**config.mk**
```make
export PLATFORM = sky130hd
export DESIGN_NAME = note_scheduler
export DESIGN_NICKNAME = d
export VERILOG_FILES = /design/src/rtl/music_pkg.sv /design/src/rtl/voice_slot.sv /design/src/rtl/note_scheduler.sv
export SDC_FILE = /design/constraint.sdc
export NUM_CORES = 1
export LEC_CHECK = 0
export BUFFER_PORTS_ARGS = -buffer_cell sky130_fd_sc_hd__buf_2
export CAP_MARGIN = 10
export CORE_MARGIN = 5
export CORE_UTILIZATION = 25
export CTS_CLUSTER_SIZE = 16
export DETAILED_ROUTE_END_ITERATION = 10
export PLACE_DENSITY = 0.44
export SLEW_MARGIN = 5
export SYNTH_ARGS = -nofsm -noshare
export SYNTH_HDL_FRONTEND = slang
export SYNTH_SLANG_ARGS = --single-unit
```
**constraint.sdc**
```tcl
create_clock -name clk -period 4.4 [get_ports clk]
set_input_delay 0 -clock clk [delete_from_list [all_inputs] [get_ports clk]]
set_output_delay 0 -clock clk [all_outputs]
set_load 0.1 [all_outputs]
```
**src/rtl/music_pkg.sv**
```systemverilog
`default_nettype none
// ============================================================================
// Module   : music_pkg
// Purpose  : Shared widths, constants and the packed per-voice state type
//            used by the note scheduler and its voice slots.
// Revision : 1.0  initial release
// ============================================================================
package music_pkg;

  // Number of simultaneously sounding voices
  localparam int NUM_VOICES = 3;
  // Width of a note index and of a duration in beats
  localparam int NOTE_W     = 6;
  // Width of the opaque per-note metadata
  localparam int META_W     = 3;

  // Note index that means "no sound"
  localparam logic [NOTE_W-1:0] NOTE_SILENCE = '0;

  // Complete state of one voice slot; all-zero is the idle state
  typedef struct packed {
    logic              active;
    logic [NOTE_W-1:0] remaining;
    logic [NOTE_W-1:0] note;
    logic [META_W-1:0] meta;
  } voice_state_t;

endpackage : music_pkg
`default_nettype wire

```
**src/rtl/voice_slot.sv**
```systemverilog
`default_nettype none
// ============================================================================
// Module   : voice_slot
// Purpose  : One voice of the scheduler. Holds the note, metadata and the
//            remaining-beat counter, and produces a one-cycle expire pulse
//            when the counter runs out naturally.
// Revision : 1.0  initial release
// ============================================================================
module voice_slot
  import music_pkg::*;
(
  input  logic              clk,
  input  logic              reset,
  input  logic              load,
  input  logic              dec,
  input  logic [NOTE_W-1:0] load_note,
  input  logic [NOTE_W-1:0] load_dur,
  input  logic [META_W-1:0] load_meta,
  output logic              active,
  output logic [NOTE_W-1:0] remaining,
  output logic [NOTE_W-1:0] note_q,
  output logic [META_W-1:0] meta_q,
  output logic              expire
);

  voice_state_t r_state;
  logic         r_expire;
  logic         w_last_beat;

  // This beat takes the counter from 1 to 0 (a load in the same cycle wins)
  assign w_last_beat = r_state.active && dec && (r_state.remaining == NOTE_W'(1));

  // Load has priority over countdown; decrement only while active so the
  // counter can never wrap below zero
  always_ff @(posedge clk or posedge reset) begin
    if (reset) begin
      r_state  <= '0;
      r_expire <= 1'b0;
    end else begin
      r_expire <= w_last_beat && !load;
      if (load) begin
        r_state.active    <= 1'b1;
        r_state.remaining <= load_dur;
        r_state.note      <= load_note;
        r_state.meta      <= load_meta;
      end else if (w_last_beat) begin
        r_state <= '0;
      end else if (r_state.active && dec) begin
        r_state.remaining <= r_state.remaining - 1'b1;
      end
    end
  end

  assign active    = r_state.active;
  assign remaining = r_state.remaining;
  assign note_q    = r_state.note;
  assign meta_q    = r_state.meta;
  assign expire    = r_expire;

endmodule : voice_slot
`default_nettype wire

```
**src/rtl/note_scheduler.sv**
```systemverilog
`default_nettype none
// ============================================================================
// Module   : note_scheduler
// Purpose  : Three-voice note scheduler. Allocates each accepted new_note to
//            the lowest idle voice (or steals the voice closest to ending),
//            counts voices down on beat while playing, and reports per-voice
//            and whole-chord completion. All outputs are registered.
// Revision : 1.0  initial release
// ============================================================================
module note_scheduler #(
  parameter int NUM_VOICES = 3,
  parameter int NOTE_W     = 6,
  parameter int META_W     = 3
) (
  input  logic                         clk,
  input  logic                         reset,
  input  logic                         play,
  input  logic                         beat,
  input  logic                         new_note,
  input  logic [NOTE_W-1:0]            note,
  input  logic [NOTE_W-1:0]            duration,
  input  logic [META_W-1:0]            metadata,
  output logic [NUM_VOICES-1:0]        voice_active,
  output logic [NUM_VOICES-1:0]        voice_load,
  output logic [NUM_VOICES*NOTE_W-1:0] voice_note,
  output logic [NUM_VOICES*META_W-1:0] voice_meta,
  output logic [NUM_VOICES-1:0]        voice_done,
  output logic                         note_done
);

  import music_pkg::*;

  logic                  w_dec;
  logic                  w_accept;
  logic [NUM_VOICES-1:0] w_active;
  logic [NUM_VOICES-1:0] w_expire;
  logic [NUM_VOICES-1:0] w_load;
  logic [NUM_VOICES-1:0] w_exp_nxt;
  logic [NUM_VOICES-1:0] w_act_nxt;
  logic [NOTE_W-1:0]     w_rem [NUM_VOICES];
  logic                  w_found_idle;
  int                    w_idle_idx;
  int                    w_steal_idx;
  int                    w_pick;
  logic [NOTE_W-1:0]     w_best;
  logic                  w_note_done_nxt;

  logic [NUM_VOICES-1:0] r_load;
  logic                  r_note_done;

  // Counting is enabled only on a beat while playing
  assign w_dec = beat && play;

  // Silent or zero-length requests are dropped without any effect
  assign w_accept = new_note && (note != NOTE_SILENCE) && (duration != '0);

  // Allocator: lowest idle voice first, otherwise the voice with the smallest
  // remaining count (strict compare keeps ties on the lowest index). Idleness
  // uses pre-edge state, so a voice expiring this cycle still counts as busy.
  always_comb begin
    w_found_idle = 1'b0;
    w_idle_idx   = 0;
    w_steal_idx  = 0;
    w_best       = w_rem[0];
    w_pick       = 0;
    w_load       = '0;
    for (int i = 0; i < NUM_VOICES; i++) begin
      if (!w_active[i] && !w_found_idle) begin
        w_found_idle = 1'b1;
        w_idle_idx   = i;
      end
    end
    for (int i = 1; i < NUM_VOICES; i++) begin
      if (w_rem[i] < w_best) begin
        w_best      = w_rem[i];
        w_steal_idx = i;
      end
    end
    w_pick = w_found_idle ? w_idle_idx : w_steal_idx;
    for (int i = 0; i < NUM_VOICES; i++) begin
      if (w_accept && (i == w_pick)) begin
        w_load[i] = 1'b1;
      end
    end
  end

  // Predict next-cycle activity to detect the chord ending by natural expiry;
  // a voice being reloaded never counts as expiring
  always_comb begin
    w_exp_nxt = '0;
    for (int i = 0; i < NUM_VOICES; i++) begin
      w_exp_nxt[i] = w_active[i] && w_dec && (w_rem[i] == NOTE_W'(1)) && !w_load[i];
    end
    w_act_nxt       = (w_active & ~w_exp_nxt) | w_load;
    w_note_done_nxt = (|w_exp_nxt) && !(|w_act_nxt);
  end

  // Registered load strobe and chord-complete pulse
  always_ff @(posedge clk or posedge reset) begin
    if (reset) begin
      r_load      <= '0;
      r_note_done <= 1'b0;
    end else begin
      r_load      <= w_load;
      r_note_done <= w_note_done_nxt;
    end
  end

  for (genvar gi = 0; gi < NUM_VOICES; gi++) begin : g_voice
    voice_slot u_slot (
      .clk       (clk),
      .reset     (reset),
      .load      (w_load[gi]),
      .dec       (w_dec),
      .load_note (note),
      .load_dur  (duration),
      .load_meta (metadata),
      .active    (w_active[gi]),
      .remaining (w_rem[gi]),
      .note_q    (voice_note[gi*NOTE_W +: NOTE_W]),
      .meta_q    (voice_meta[gi*META_W +: META_W]),
      .expire    (w_expire[gi])
    );
  end

  assign voice_active = w_active;
  assign voice_load   = r_load;
  assign voice_done   = w_expire;
  assign note_done    = r_note_done;

endmodule : note_scheduler
`default_nettype wire

```
# [After elaboration in Yosys (flattened, before gate mapping)]
# Index checks and enable logic that the tools add are counted.
[word_totals] register_bits=55 in_bits=20 out_inout_bits=37 wordCells=93
[op_classes] n_addsub=3 n_lt_le_gt_ge=2 n_eq_ne=5 mux=27 bitwise_logic=3 reduce_logical=36
[op_table] operator="two-way mux 32 bit" n=3
[op_table] operator="two-way mux 16 bit" n=3
[op_table] operator="two-way mux 6 bit" n=7
[op_table] operator="== test 2 x 32 -> 1 bit, first input constant" n=1
[op_table] operator="== test 3 x 32 -> 1 bit, first input constant" n=1
[op_table] operator="zero test 32 bit" n=1
[op_table] operator="two-way mux 9 bit" n=3
[op_table] operator="== test 6 x 1 -> 1 bit, second input constant" n=3
[op_table] operator="logical AND 1 bit" n=18
[op_table] operator="subtractor 6 x 1 -> 6 bit, second input constant" n=3
[op_table] operator="less-than comparator 6 bit" n=2
[op_table] operator="nonzero test 6 bit" n=2
[op_table] operator="two-way mux 1 bit" n=11
[op_table] operator="nonzero test 3 bit" n=3
[op_table] operator="zero test 1 bit" n=7
[op_table] operator="nonzero test 2 bit" n=3
[op_table] operator="OR reduction 3 bit" n=2
[op_table] operator="AND 3 bit" n=1
[op_table] operator="NOT 3 bit" n=1
[op_table] operator="bitwise OR 3 bit" n=1

# [Logic depth before layout (Yosys ltp)]
# Gate-level depths: netlist (run 1).
[depth] word_depth=18 ltp_mapped=18

# [Modules after synthesis]
# Synthesis (run 1) repeated with hierarchy kept, for this count alone.
[hier_totals] cells_unflattened=325 hier_area_um2=3037.9
[modules_own_cells] mod="voice_slot" instances=3 cells_each=85 area_per_inst_um2=809.5 seq_area_each_um2=425.4
[modules_own_cells] mod="note_scheduler" instances=1 cells_each=70 area_per_inst_um2=609.3 seq_area_each_um2=100.1

# [Worst setup path before layout (run 1)]
# OpenSTA, ideal clock, no wires.
[synth_path] path_kind="register to register" from="register, netlist name g_voice[0].u_slot.remaining[3]" to="register, netlist name g_voice[2].u_slot.remaining[1]" setup_ps=125 t_arrival_ps=3068 slack_ps=1207 path_stages_with_launch=15 path_buffers=1 period_less_slack_ps=3193 cell_sequence="dfrtp_1 inv_1 ha_1 a21oi_1 o21ai_0 o21bai_1 buf_4 mux2i_1 ha_1 a21o_1 a21oi_1 nand2_1 a211o_1 a21oi_4 mux2_2"
[synth_via] elab_chain_len=9 elab_cells_between_ends=11 classes_between="2 x order compare; 1 x eq/ne; 6 x mux; 2 x reduce/logical"
[synth_rtl] element="less-than comparator 6 bit" line_no="note_scheduler.sv:74" text="if (w_rem[i] < w_best) begin"
[synth_rtl] element="two-way mux 6 bit" line_no="note_scheduler.sv:74"
[synth_rtl] element="less-than comparator 6 bit" line_no="note_scheduler.sv:74"
[synth_rtl] element="two-way mux 32 bit *" line_no="note_scheduler.sv:74"
[synth_rtl] element="two-way mux 32 bit *" line_no="note_scheduler.sv:79" text="w_pick = w_found_idle ? w_idle_idx : w_steal_idx;"
[synth_rtl] element="== test 3 x 32 -> 1 bit *" line_no="note_scheduler.sv:81" text="if (w_accept && (i == w_pick)) begin"
[synth_rtl] element="logical AND 1 bit *" line_no="note_scheduler.sv:81"
[synth_rtl] element="two-way mux 1 bit *" line_no="note_scheduler.sv:81"
[synth_rtl] element="nonzero test 3 bit (no source line) or two-way mux 16 bit (tied branches)"
# Mark *: on every way between the ends. The rest lies on a longest branch, timed or not.
# A chain may end at the register's enable or synchronous reset.

# [Worst setup path in the final report (run 1)]
[layout_path] from="register, netlist name g_voice[0].u_slot.remaining[3]" to="register, netlist name g_voice[0].u_slot.remaining[5]"
[layout_via] elab_chain_len=9 elab_cells_between_ends=16 classes_between="1 x add/sub; 2 x order compare; 1 x eq/ne; 8 x mux; 4 x reduce/logical"
[layout_rtl] element="less-than comparator 6 bit" line_no="note_scheduler.sv:74"
[layout_rtl] element="two-way mux 6 bit" line_no="note_scheduler.sv:74"
[layout_rtl] element="less-than comparator 6 bit" line_no="note_scheduler.sv:74"
[layout_rtl] element="two-way mux 32 bit" line_no="note_scheduler.sv:74"
[layout_rtl] element="two-way mux 32 bit" line_no="note_scheduler.sv:79"
[layout_rtl] element="zero test 32 bit" line_no="note_scheduler.sv:81"
[layout_rtl] element="logical AND 1 bit" line_no="note_scheduler.sv:81"
[layout_rtl] element="two-way mux 1 bit" line_no="note_scheduler.sv:81"
[layout_rtl] element="nonzero test 3 bit (no source line) or two-way mux 16 bit (tied branches)"
# Parallel ways exist; a longest one is shown, timed or not. The select of a mux whose other input is x is not followed.

==> flow_summary.json, run 1 <==
{
  "cp-end-kind": "flop",
  "drt_wl_total_um": 8790,
  "finalClockSkew_ns": 0.00990,
  "finalMaxSlewViolations": 0,
  "path_clk_slew_ns": 0.08,
  "io_pins": 57,
  "hold_path_class": "input pin to flop",
  "io_buffers": 56,
  "synth-main-ff-cell": "dfrtp_1",
  "drive_gt1_share_pct": 26.6,
  "async_flop_share_pct": 100,
  "antenna_found_initial": 0,
  "synth_nets": 341,
  "placedCellCount": 525,
  "vias": 2461,
  "wl_per_cell_um": 16.4,
  "fin_tns_setup_ns": 0,
  "die_area_um2": 14900,
  "core_area_um2": 12500,
  "grt_max_degree": 56,
  "num_rows": 41,
  "fin_cells": 536,
  "clock_latency_ns": 0.30,
  "die_w_um": 122,
  "finalNetCount": 399,
  "rsz0062_at_grt": "false",
  "cts_root_buffer": "clkbuf_16",
  "netlist_instances": 305,
  "synth-seq-area-share_pct": 43.9,
  "ant_nets": 0,
  "start_util_pct": 25.2,
  "worstPathMaxFanout": 16,
  "yosys_warnings": 0,
  "antenna_cells": 0,
  "worstMarginPinSlew_ns": 0.914,
  "start_kind": "flop",
  "syn_area_um2": 3140,
  "synth_cell_types": 41,
  "syn_avg_cell_area_um2": 10.3,
  "syn2layout_area_growth_pct": 19.9,
  "die_h_um": 122,
  "cp.arrival_ns": 4.11,
  "grt_pass1_wl_um": 14300,
  "numCtsBuffers": 5,
  "grt-ovfl-total": 0,
  "post-dp-hpwl_um": 6500,
  "multi_input_area_um2": 1570,
  "gp_congestion": 0.815,
  "slew_headroom_pct": 39.1,
  "hold_viol_final": 0,
  "cts_tree": "yes",
  "cap_viol_max_count": 0,
  "setup_violations": 0,
  "drt_iter0_markers": 117,
  "path_class": "flop to flop",
  "synth_edf_count": 0,
  "ys_seq_elements": 55,
  "cts_sinks": 55,
  "regArea_um2": 1380,
  "period_minus_slack_ns": 3.93,
  "cp.required_ns": 4.58,
  "avgViaCountPerCell": 4.59,
  "first_global_vias": 2605,
  "htree_levels": 2,
  "grt_usage_pct": 12.2,
  "first_pass_iters": 4,
  "clockBufferDepth": 2,
  "drc": 0,
  "period_share_pct": 89.2,
  "nFillCells": 1296,
  "fmax_mhz": 255,
  "post_cts_buffers": 0,
  "status": "finished, final reports clean"
}
stage by stage:
stage / hold WS, ns / cell area [um^2] / util [%] / worst slack (ns)
after floorplan: 0.150 / 3140 / - / 1.21
after global placement: 0.262 / 3580 / 28.7 / 0.324
after detailed placement: 0.256 / 3580 / 28.7 / 0.257
after CTS: 0.00623 / 3760 / 30.2 / 0.246
after global routing: 0.0152 / 3760 / 30.2 / 0.206
final: 0.000244 / 3760 / 30.2 / 0.475
area by class of cell:
| cell class | instances | area share, % |
|---|---|---|
| Multi-Input combinational cell | 211 | 41.6 |
| Sequential cell | 55 | 36.6 |
| Timing Repair Buffer | 66 | 9.64 |
| Tap cell | 172 | 5.72 |
| Clock buffer | 5 | 3.33 |
| Inverter | 24 | 2.39 |
| Clock inverter | 3 | 0.732 |
sequential cells by signal, indices dropped and copies added, names as in the netlist:
signal and count:
g_voice.u_slot.note_q 18, g_voice.u_slot.remaining 18, g_voice.u_slot.meta_q 9, g_voice.u_slot.active 3
g_voice.u_slot.expire 3, voice_load 3, note_done 1
critical path: stages (launching register included):
cell	delay, ns
dfrtp_1	0.42
inv_1	0.11
ha_1	0.31
a21oi_1	0.06
o21ai_0	0.29
o21bai_2	0.33
mux2i_1	0.32
ha_1	0.28
and4_1	0.18
nor3_1	0.20
nand2_1	0.12
nor3_1	0.45
o32ai_4	0.37
mux2_2	0.36
cells by family after synthesis:
logic type	share of synthesized area, %
AOI/OAI and AO/OA	11.1
muxes	16.6
and+or+nand+nor	15.7
adders and majority gates	6.38
buffers and inverters	6.34
DFF	43.9
metal layers:
| metal | track usage [%] | vias to the layer above | part of all wire, % |
|---|---|---|---|
| met2 | 20.0 | 55 | 47 |
| met4 | 2.17 | 0 | 0.96 |
| met5 | 0 | - | 0 |
| met1 | 16.8 | 1211 | 48 |
| li1 | - | 1186 | - |
| met3 | 2.79 | 9 | 4.7 |
what timing repair did:
item,4_1_cts,5_1_grt
endpoints found under the setup margin,0,11
hold endpoints to repair,58,0
gates resized for setup,0,1
hold buffers,3,0
layout by cell type (no fill, tap or decap), types with 9 or more instances in the layout:
cell type and count:
mux2_2 16, o21ai_0 15, nand2_1 48, a21oi_1 9
buf_2 56, nor3_1 9, ha_1 16, nand3_1 10
dfrtp_1 55, mux2i_1 34, inv_1 23
worst paths after layout:
kind | startpoint | end | slack [ns] | depth (start not counted)
max | g_voice[0].u_slot.remaining[3]$_DFFE_PP0P_ | g_voice[0].u_slot.remaining[5]$_DFFE_PP0P_ | 0.47 | 13
min in group asynchronous | reset | voice_load[2]$_DFF_PP0_ | 0.45 | 4
max reg2reg | g_voice[0].u_slot.remaining[3]$_DFFE_PP0P_ | g_voice[0].u_slot.remaining[5]$_DFFE_PP0P_ | 0.47 | 13
max in group asynchronous | reset | g_voice[1].u_slot.expire$_DFF_PP0_ | 3.46 | 4
min reg2reg | g_voice[1].u_slot.note_q[2]$_DFFE_PP0P_ | g_voice[1].u_slot.note_q[2]$_DFFE_PP0P_ | 0.53 | 2
min | duration[0] | g_voice[1].u_slot.remaining[0]$_DFFE_PP0P_ | 0.0002 | 2
cell usage after synthesis (2+ instances only):
library cell  count  area share (%)
dfrtp_1          55              44
nand2_1          48             5.7
mux2i_1          34              11
inv_1            24             2.9
ha_1             16             6.4
mux2_2           16             5.7
o21ai_0          15             2.4
nand3_1          10             1.6
a21oi_1           9             1.4
nor3_1            9             1.4
a21o_1            8             1.9
buf_4             8             1.9
nor2_1            6            0.72
clkbuf_1          4            0.48
and3_1            3            0.60
buf_6             3             1.1
nand4_1           3            0.60
o31ai_1           3            0.72
or4_1             3            0.72
nand2b_1          2            0.40
nand3b_1          2            0.48
nor3b_1           2            0.48
nor4_1            2            0.40
o21a_1            2            0.48
o21bai_1          2            0.48
Power of run 1 is not shown: default switching activity piles up to over one toggle a cycle in this logic, so the estimate is an artifact.
==> inputs of run 2 (changes only) <==
--- a/config.mk
+++ b/config.mk
@@ -9,6 +9,7 @@
 export CAP_MARGIN = 10
 export CORE_MARGIN = 5
 export CORE_UTILIZATION = 25
+export CTS_BUF_LIST = sky130_fd_sc_hd__clkbuf_8
 export CTS_CLUSTER_SIZE = 16
 export DETAILED_ROUTE_END_ITERATION = 10
 export PLACE_DENSITY = 0.44
==> constraint.sdc (replaced) <==
create_clock -name clk -period 4.1 [get_ports clk]
set_input_delay 0 -clock clk [delete_from_list [all_inputs] [get_ports clk]]
set_output_delay 0 -clock clk [all_outputs]
set_load 0.1 [all_outputs]
==> flow_summary.json, run 2 (synthesis gave the netlist of run 1 again) <==
{
  "io_buffers": 56,
  "status": "finished, final reports clean",
  "drt_wl_total_um": 8910,
  "cp-end-kind": "flop",
  "fmax_mhz": 264,
  "start_kind": "flop",
  "die_w_um": 122,
  "grt_usage_pct": 12.4,
  "grt-ovfl-total": 0,
  "finalNetCount": 408,
  "hold_path_class": "input pin to flop",
  "worstPathMaxFanout": 11,
  "vias": 2481,
  "post-dp-hpwl_um": 6760,
  "syn2layout_area_growth_pct": 20.8,
  "wl_per_cell_um": 16.3,
  "drive_gt1_share_pct": 27.3,
  "finalMaxSlewViolations": 0,
  "path_clk_slew_ns": 0.11,
  "setup_violations": 0,
  "hold_viol_final": 0,
  "grt_max_degree": 43,
  "path_class": "flop to flop",
  "ant_nets": 0,
  "fin_cells": 545,
  "period_share_pct": 92.3,
  "holdWs_ns": 0.0156,
  "cp.required_ns": 4.34,
  "numCtsBuffers": 5,
  "die_h_um": 122,
  "first_pass_iters": 5,
  "placedCellCount": 530,
  "htree_levels": 2,
  "core_area_um2": 12500,
  "cts_root_buffer": "clkbuf_8",
  "finalClockSkew_ns": 0.00792,
  "clock_latency_ns": 0.31,
  "period_minus_slack_ns": 3.78,
  "slew_headroom_pct": 48.4,
  "clockBufferDepth": 2,
  "avgViaCountPerCell": 4.55,
  "grt_pass1_wl_um": 14300,
  "worstMarginPinSlew_ns": 0.771,
  "cap_viol_max_count": 0,
  "num_rows": 41,
  "cp.arrival_ns": 4.02,
  "io_pins": 57,
  "fin_tns_setup_ns": 0,
  "antenna_cells": 0,
  "gp_congestion": 0.826,
  "fin_util_pct": 30.4,
  "layout_commonest_cell": "buf_2",
  "drc": 0,
  "drt_iter0_markers": 118,
  "cts_tree": "yes",
  "first_global_vias": 2536,
  "start_util_pct": 25.2,
  "cts_sinks": 55,
  "antenna_found_initial": 0,
  "layout_common_cells": "56 x buf_2, 55 x dfrtp_1, 48 x nand2_1",
  "rsz0062_at_grt": "false",
  "die_area_um2": 14900
}
run 2: changes by cell type in the layout (fill, tap and decap cells not counted):
cell / previous run / this run
clkinvlp_4: 1 / 0
clkbuf_8: 0 / 6
clkinv_4: 0 / 1
clkbuf_16: 5 / 0
inv_6: 1 / 0
buf_4: 7 / 12
dlygate4sd3_1: 3 / 7
run 2: critical path, stage by stage, from the launching register on:
cell	delay, ns
dfrtp_1	0.44
inv_1	0.11
ha_1	0.31
a21oi_1	0.07
o21ai_0	0.27
o21bai_2	0.33
mux2i_1	0.26
ha_1	0.27
a21o_1	0.18
a21oi_1	0.23
a21boi_1	0.22
nand3b_1	0.18
a21o_1	0.32
buf_4	0.30
mux2i_1	0.22
run 2: layer usage:
layer	wire, um	GRT usage, %	up-vias	part of all wire (%)
li1	-	-	1204	-
met5	0	0	-	0
met3	472	3.02	7	5.3
met1	4160	16.6	1202	47
met4	51	1.96	0	0.57
met2	4230	20.9	68	47
run 2: path summary, 6_finish.rpt:
path                                                                 start                                      end  slack (ns)  cells past startpoint
worst max-delay path            g_voice[0].u_slot.remaining[3]$_DFFE_PP0P_  g_voice[1].u_slot.note_q[0]$_DFFE_PP0P_        0.32                     14
worst max register to register  g_voice[0].u_slot.remaining[3]$_DFFE_PP0P_  g_voice[1].u_slot.note_q[0]$_DFFE_PP0P_        0.32                     14
worst min register to register     g_voice[2].u_slot.note_q[1]$_DFFE_PP0P_  g_voice[2].u_slot.note_q[1]$_DFFE_PP0P_        0.53                      2
max in group asynchronous                                            reset       g_voice[1].u_slot.expire$_DFF_PP0_        3.05                      4
worst min-delay path                                               note[3]  g_voice[1].u_slot.note_q[3]$_DFFE_PP0P_        0.02                      3
min in group asynchronous                                            reset                  voice_load[2]$_DFF_PP0_        0.17                      3
run 2: stage by stage:
step,setup WS (ns),area (um^2)
after floorplan,0.907,3140
after global placement,0.103,3610
after detailed placement,0.0544,3610
after CTS,0.0154,3780
after global routing,0.0561,3790
final,0.317,3790
run 2: area by class of cell:
type / count / area [um^2]
flip-flops and latches: 55 / 1380
clock inverters: 2 / 20.0
multi-input cells: 211 / 1570
fillers: 1298 / 8680
repair buffers: 75 / 440
clock buffers: 6 / 82.6
inverters: 24 / 90.1
well taps: 172 / 215
run 2: what timing repair did:
item                                   4_1_cts  5_1_grt
resized for setup                            0        1
setup buffers                                0        0
endpoints found under the hold margin       24        1
setup endpoints to repair                    0       39
hold buffers                                 6        1
Power of run 2 is left out for the same reason.
